[src/rtl/hash_ctrl_fsm.sv]
// hash_ctrl_fsm: sequences one hash job through RECEIVING -> HASHING -> SENDING,
// with ERROR entered when the host does not finish a transfer in time.
// Optional feature macro: HASH_CTRL_EARLY_EXIT_EN (leave HASHING as soon as a
// core reports a solution and record the lowest winning core index).
module hash_ctrl_fsm #(
  parameter int unsigned NUM_CORES    = 4,
  parameter int unsigned CNT_W        = 27,
  parameter int unsigned SEND_TIMEOUT = 1024
) (
  input  logic                 clk,
  input  logic                 rst_ni,
  input  logic                 rx_done_i,
  input  logic                 tx_done_i,
  input  logic [CNT_W-1:0]     hash_cycles_i,
  input  logic [NUM_CORES-1:0] core_found_i,
  input  logic                 abort_i,
  output logic [NUM_CORES-1:0] hash_en_o,
  output logic                 write_en_o,
  output logic                 busy_o,
  output logic                 timeout_o,
  output logic [((NUM_CORES > 1) ? $clog2(NUM_CORES) : 1)-1:0] winner_o,
  output logic                 winner_valid_o
);

  localparam int unsigned WIN_W = (NUM_CORES > 1) ? $clog2(NUM_CORES) : 1;
  localparam int unsigned TO_W  = (SEND_TIMEOUT > 1) ? $clog2(SEND_TIMEOUT) : 1;

  typedef enum logic [1:0] {
    ST_RECEIVING = 2'd0,
    ST_HASHING   = 2'd1,
    ST_SENDING   = 2'd2,
    ST_ERROR     = 2'd3
  } state_e;

  state_e               state_q, state_d;
  logic [CNT_W-1:0]     cnt_q, cnt_d;
  logic [TO_W-1:0]      to_q, to_d;
  logic [WIN_W-1:0]     winner_q, winner_d;
  logic                 valid_q, valid_d;
  logic [NUM_CORES-1:0] hash_en_d;
  logic                 write_en_d, busy_d, timeout_d;

`ifdef HASH_CTRL_EARLY_EXIT_EN
  logic [WIN_W-1:0] first_idx;

  // Priority encoder: lowest set core_found bit wins.
  always_comb begin
    first_idx = '0;
    for (int i = int'(NUM_CORES) - 1; i >= 0; i--) begin
      if (core_found_i[i]) first_idx = WIN_W'(i);
    end
  end
`else
  logic unused_found;
  assign unused_found = ^core_found_i;
`endif

  // Next-state, counter and output decode; outputs follow the next state.
  always_comb begin
    state_d    = state_q;
    cnt_d      = cnt_q;
    to_d       = to_q;
    winner_d   = winner_q;
    valid_d    = valid_q;
    hash_en_d  = '0;
    write_en_d = 1'b0;
    busy_d     = 1'b0;
    timeout_d  = 1'b0;

    if (abort_i) begin
      state_d = ST_RECEIVING;
      cnt_d   = '0;
      to_d    = '0;
      valid_d = 1'b0;
    end else begin
      unique case (state_q)
        ST_RECEIVING: begin
          if (rx_done_i) begin
            state_d = ST_HASHING;
            cnt_d   = hash_cycles_i;
            valid_d = 1'b0;
          end
        end
        ST_HASHING: begin
          if (cnt_q == '0) begin
            state_d = ST_SENDING;
            to_d    = '0;
          end else begin
            cnt_d = cnt_q - CNT_W'(1);
          end
`ifdef HASH_CTRL_EARLY_EXIT_EN
          if (|core_found_i) begin
            state_d  = ST_SENDING;
            cnt_d    = '0;
            to_d     = '0;
            winner_d = first_idx;
            valid_d  = 1'b1;
          end
`endif
        end
        ST_SENDING: begin
          // tx_done wins over a simultaneous timeout expiry.
          if (tx_done_i) begin
            state_d = ST_RECEIVING;
            to_d    = '0;
          end else if (to_q == TO_W'(SEND_TIMEOUT - 1)) begin
            state_d = ST_ERROR;
            to_d    = '0;
          end else begin
            to_d = to_q + TO_W'(1);
          end
        end
        ST_ERROR: begin
          state_d = ST_ERROR;
        end
        default: begin
          state_d = ST_RECEIVING;
          cnt_d   = '0;
          to_d    = '0;
          valid_d = 1'b0;
        end
      endcase
    end

    hash_en_d  = (state_d == ST_HASHING) ? {NUM_CORES{1'b1}} : '0;
    write_en_d = (state_d == ST_SENDING);
    busy_d     = (state_d != ST_RECEIVING);
    timeout_d  = (state_d == ST_ERROR);
  end

  // State, counters and registered outputs.
  always_ff @(posedge clk or negedge rst_ni) begin
    if (!rst_ni) begin
      state_q        <= ST_RECEIVING;
      cnt_q          <= '0;
      to_q           <= '0;
      winner_q       <= '0;
      valid_q        <= 1'b0;
      hash_en_o      <= '0;
      write_en_o     <= 1'b0;
      busy_o         <= 1'b0;
      timeout_o      <= 1'b0;
    end else begin
      state_q        <= state_d;
      cnt_q          <= cnt_d;
      to_q           <= to_d;
      winner_q       <= winner_d;
      valid_q        <= valid_d;
      hash_en_o      <= hash_en_d;
      write_en_o     <= write_en_d;
      busy_o         <= busy_d;
      timeout_o      <= timeout_d;
    end
  end

  assign winner_o       = winner_q;
  assign winner_valid_o = valid_q;

endmodule

[config.mk]
export PLATFORM = sky130hd
export DESIGN_NAME = hash_ctrl_fsm
export DESIGN_NICKNAME = d
export VERILOG_FILES = /design/src/rtl/hash_ctrl_fsm.sv
export SDC_FILE = /design/constraint.sdc
export NUM_CORES = 1
export LEC_CHECK = 0
export CAP_MARGIN = 20
export CORE_ASPECT_RATIO = 0.8
export CORE_MARGIN = 1
export CORE_UTILIZATION = 45
export DETAILED_ROUTE_END_ITERATION = 10
export GPL_TIMING_DRIVEN = 0
export PLACE_DENSITY = 0.81
export SKIP_LAST_GASP = 1
export SLEW_MARGIN = 20
export SYNTH_ARGS = -nofsm -noshare
export SYNTH_HDL_FRONTEND = slang
export SYNTH_SLANG_ARGS = --single-unit
export TNS_END_PERCENT = 50
[constraint.sdc]
create_clock -name clk -period 2.5 [get_ports clk]
set_input_delay 0.5 -clock clk [delete_from_list [all_inputs] [get_ports clk]]
set_output_delay 0.5 -clock clk [all_outputs]
set_load 0.01 [all_outputs]
---- Word level (Yosys, flattened, before mapping) ----
Cells that the tools add are included.
storage, ports and cells
  bits in registers ....................... 47
  bits of input ports ..................... 36
  word-level logic and storage cells ...... 49
cells by class
  eq/ne operators ......................... 10
  mux-type cells .......................... 19
  reductions and logical operators ........ 10
  $add $sub $neg .......................... 2
operator list
  operator               count
  $mux 27                3
  $pmux 27 s2            1
  $mux 10                4
  $logic_not 27->1       1
  $sub 27x1->27 const B  1
  $pmux 10 s2            1
  $add 10x1->10 const B  1
  $eq 10x10->1 const B   1
  $mux 2                 5
  $ne 3x3->1 const B     3
  $eq 2x2->1 const B     4
  $pmux 2 s4             1
  $reduce_bool 2->1      3
  $reduce_bool 3->1      2
  $eq 2x1->1 const B     2
  $mux 4                 1
  $reduce_and 2->1       2
  $mux 1                 3
  $reduce_and 3->1       1
  $logic_not 2->1        1

---- Depth between registers and ports, before layout ----
  depth after elaboration ................. 7
  mapped depth ............................ 9
  gate-level depth less buffers ........... 8

---- Least setup slack after synthesis ----
Ideal clock, no wire load.
  kind .................................... reg-to-reg
  start ................................... reg cnt_q[11]
  end ..................................... reg cnt_q[10]
  period minus slack after synthesis ...... 2.631 ns
  cell stages (with the launch flop) ...... 10
  arrival time ............................ 2.509 ns
  path slack .............................. -0.131 ns
  data required time ...................... 2.378 ns
  path buffers ............................ 3
  setup time .............................. 0.122 ns
  cells stage by stage .................... dfrtp_1 -> or4_1 -> buf_2 -> or3_1 -> buf_2 -> or4_4 -> nand3_2 -> buf_6 -> inv_2 -> a32o_1
between the ends
  word-level cells in the longest chain between the ends .. 3
RTL lines
  item                               RTL line  text
  start, declared                    36        logic [CNT_W-1:0] cnt_q, cnt_d;
  start signal, assigned             145       cnt_q <= cnt_d;
  $logic_not 27->1                   85        if (cnt_q == '0) begin
  $ne 3x3->1 (no source line)        n/a
  $reduce_and 3->1 (no source line)  n/a
No other way between the ends.
A chain may end at the register's enable or synchronous reset.

---- Final worst setup path ----
  start ................................... reg cnt_q[3]
  end ..................................... reg cnt_q[6]
between the ends
  word-level cells in the longest chain between the ends .. 4
  elaborated cells on any way between the ends .. 7
RTL lines
  item           RTL line  text
  $sub 27x1->27  89        cnt_d = cnt_q - CNT_W'(1);
  $mux 27        85
  $pmux 27 s2    76        unique case (state_q)
  $mux 27        70        if (abort_i) begin
Parallel ways exist; a longest one is shown, timed or not. The select of a mux whose other input is x is not followed.

==> impl_metrics.csv <==
group,metric,value,unit
run_status,run_status,"complete, but fails checks",
run_status,violations,"setup timing",
die,die_y,71.0,µm
cts,htreeDepth,2,
synth,muxShareOfSynthArea,0.00421,
synth,syn_area,2680,µm²
synth,syn_inst,312,
synth,yosysTopAreaCellShare,0.402,
placement,gp_congestion,0.945,
critical_path,crit_required,2.70,ns
detailed_routing,routed_wirelength,8720,µm
timing,final_max_slew_viol_count,0,
detailed_routing,viasPerCell,6.52,
synth,async_flop_share,1.00,
pwr,leakagePower,0.00147,µW
synth,synth_top_family_by_area,"compound AO/OA/AOI/OAI gates",
synth,synthXorXnorAreaFrac,0.00327,
critical_path,r2r_setup_slack,-0.08,ns
worst_hold_path,hp-class,"input pin to async pin",
grt,overflow,0,
synth,synth_compound_area_frac,0.277,
synth,synth_enable_flop_cells,0,
synth,synth_flop_cell,"dfrtp_1",
detailed_routing,first_pass_iters,5,
placement,dp_hpwl,5650,µm
grt,grt_max_degree,28,
die,dieArea,6260,µm²
cts,numCtsBuffers,5,
grt,first_global_vias,2883,
die,rows,24,
cts,cts_tree,"yes",
critical_path,crit_type,"flip-flop to flip-flop",
critical_path,endpoint_kind,"flip-flop",
timing,grt_setup_unrepaired,"yes",
cells_and_area,diodes,0,
critical_path,crit_fanout,8,
synth,yosys.area_share.simple,0.232,
cells_and_area,fin_util,0.648,
timing,setup_violations,20,
synth,ys_top_cells_by_area,"dfrtp_1 40%, o311ai_0 4.6%, nand2_1 4.1%, o21ai_0 3.7%, a21oi_1 3.6%",
die,start_util,0.479,
pwr,ir_drop,274,µV
timing,skew,0.0131,ns
job,cap_violations,0,
cts,clock-sinks,43,
cells_and_area,fin_nets,420,
detailed_routing,routedWlPerCell,19.0,µm
critical_path,crit_path_start_kind,"flip-flop",
synth,synth_cell_types,50,
die,die_x,88.2,µm
placement,portBuffers,38,
synth,synth_fa_ha_area_frac,0.0140,
timing,final.setup.worst_slack,-0.0807,ns
pwr,powerDensity,545,nW/µm²
timing,fin_hold_ws,0.208,ns
timing,tightest_slew,0.671,ns
grt,grt_first_pass_wirelength,13800,µm
cts,cts_buffer_depth,2,
synth,yosysTopAreaCell,"dfrtp_1",
timing,final.period_utilization,1.03,
critical_path,worstPathArrival,2.78,ns
synth,yosys-top-cells-count,"43 x dfrtp_1, 29 x nand2_1, 21 x nor2_1, 20 x o21ai_0, 19 x a21oi_1",
synth,synth.yosys.seq_area_share,0.402,
timing,fin_crit,2.58,ns
detailed_routing,ant_nets,0,
cells_and_area,num-fill-cells,467,
synth,synth_area_per_cell,8.57,µm²
grt,grt_use_total,0.287,
cts,cts_root_buf,"clkbuf_8",
detailed_routing,drt_iter0_drc,371,
die,ioPinCount,46,
detailed_routing,drc_errors,0,
cts,insertion_delay,0.31,ns
detailed_routing,via_count,3000,
cells_and_area,layout-drive-gt1-share,0.188,
timing,slew_headroom,0.553,
timing,fmax,387,MHz
grt,antenna_found_initial,0,
cells_and_area,synthToLayoutAreaGrowth,35.3,%
die,core_area,5590,µm²
synth,yosys_warnings,0,
critical_path,r2r_cells,7,
cts,clkTransAtPathRegs,0.09,ns
synth,synth-seq-cells,43,
timing,finalHoldViolations,0,
synth,synth.most_common_cell,"dfrtp_1",
==> stage by stage <==
step                area [µm²]  TNS (ns)  total power (µW)  setup WS (ns)  std cells
floorplan                 2700    -0.312              1090        -0.0872        314
global placement          3180    -18.98              1260         -0.337        430
detailed placement        3200     -9.79              1280         -0.375        431
CTS                       3460     -1.26              1900        -0.0998        452
global route              3620     -4.55              2060         -0.224        460
finish                    3620    -0.720              1970        -0.0807        460
==> repair_timing <==
item	4_1_cts	5_1_grt
setup endpoints to repair	43	43
hold endpoints to repair	0	0
pin swaps	8	11
hold buffers	0	0
resized for setup	12	23
setup buffers	14	10
cloned	0	1
==> state kept, by name (all words and copies together) (netlist names) <==
name / count
cnt_q: 27
write_en_o: 1
state_q: 2
timeout_o: 1
to_q: 10
hash_en_o: 1
busy_o: 1
==> area by class of cell <==
cell class,count,area (µm²),share of cell area
Buffer,22,124,0.0342
Timing Repair Buffer,64,606,0.167
Tap cell,78,97.6,0.0270
Sequential cell,43,1080,0.298
Clock buffer,6,82.6,0.0228
Multi-Input combinational cell,233,1550,0.427
Clock inverter,2,35.0,0.00968
Inverter,12,50.0,0.0138
==> logic make-up (layout without fill, tap and decap cells) <==
group | count (synthesis) | after routing
buffers and inverters | 38 | 106
other | 1 | 3
XOR/XNOR | 1 | 1
adder cells (fa/ha/maj) | 3 | 3
AND/OR/NAND/NOR | 119 | 119
AO/OA/AOI/OAI | 106 | 106
flip-flops | 43 | 43
multiplexers | 1 | 1
==> critical path, stage by stage, from the launching register on <==
cell and delay (ns):
dfrtp_1 0.46, nor4_2 0.48, nand4_1 0.39, or4_4 0.66, nand3_4 0.09, buf_6 0.15, inv_6 0.05, a32o_1 0.19
==> layout by cell type (no fill, tap or decap), drive strengths merged, types with 2 or more instances in the layout <==
| cell type | count |
|---|---|
| ha | 3 |
| buf | 36 |
| o31ai | 6 |
| a22oi | 2 |
| or3 | 6 |
| a2bb2oi | 2 |
| a211oi | 3 |
| nor3 | 17 |
| o32ai | 2 |
| a32oi | 2 |
| a22o | 2 |
| o21a | 2 |
| o41a | 4 |
| nand4 | 3 |
| nand2b | 4 |
| o311ai | 14 |
| and3 | 3 |
| nand2 | 29 |
| nand3 | 12 |
| dfrtp | 43 |
| o211ai | 4 |
| o22ai | 4 |
| clkbuf | 18 |
| clkdlybuf4s50 | 37 |
| a21oi | 19 |
| inv | 12 |
| conb | 3 |
| nor4 | 12 |
| o21ai | 20 |
| or4 | 8 |
| a31oi | 10 |
| nor2b | 3 |
| a32o | 3 |
| nor2 | 21 |
==> path summary, 6_finish.rpt <==
| path | startpoint | endpoint |
|---|---|---|
| setup / recovery | cnt_q[3]$_DFFE_PN0P_ | cnt_q[6]$_DFFE_PN0P_ |
| hold / removal | rst_ni | hash_en_o[2]$_DFF_PN0_ |
| setup reg to reg | cnt_q[3]$_DFFE_PN0P_ | cnt_q[6]$_DFFE_PN0P_ |
| hold reg to reg | to_q[7]$_DFFE_PN0P_ | to_q[7]$_DFFE_PN0P_ |
| max in group asynchronous | rst_ni | cnt_q[4]$_DFFE_PN0P_ |
| min in group clk | to_q[7]$_DFFE_PN0P_ | to_q[7]$_DFFE_PN0P_ |
==> per-layer routing <==
layer | track usage | wire length, µm
met5 | 0 | 0
met4 | 0.124 | 340
met3 | 0.0653 | 923
met2 | 0.432 | 3890
met1 | 0.397 | 3570
==> power breakdown <==
part,total (µW),internal [µW],switching [µW]
logic,600,254,346
clock network,580,323,257
registers,793,738,54.6
Note: power is estimated with default switching activity, not from simulation.
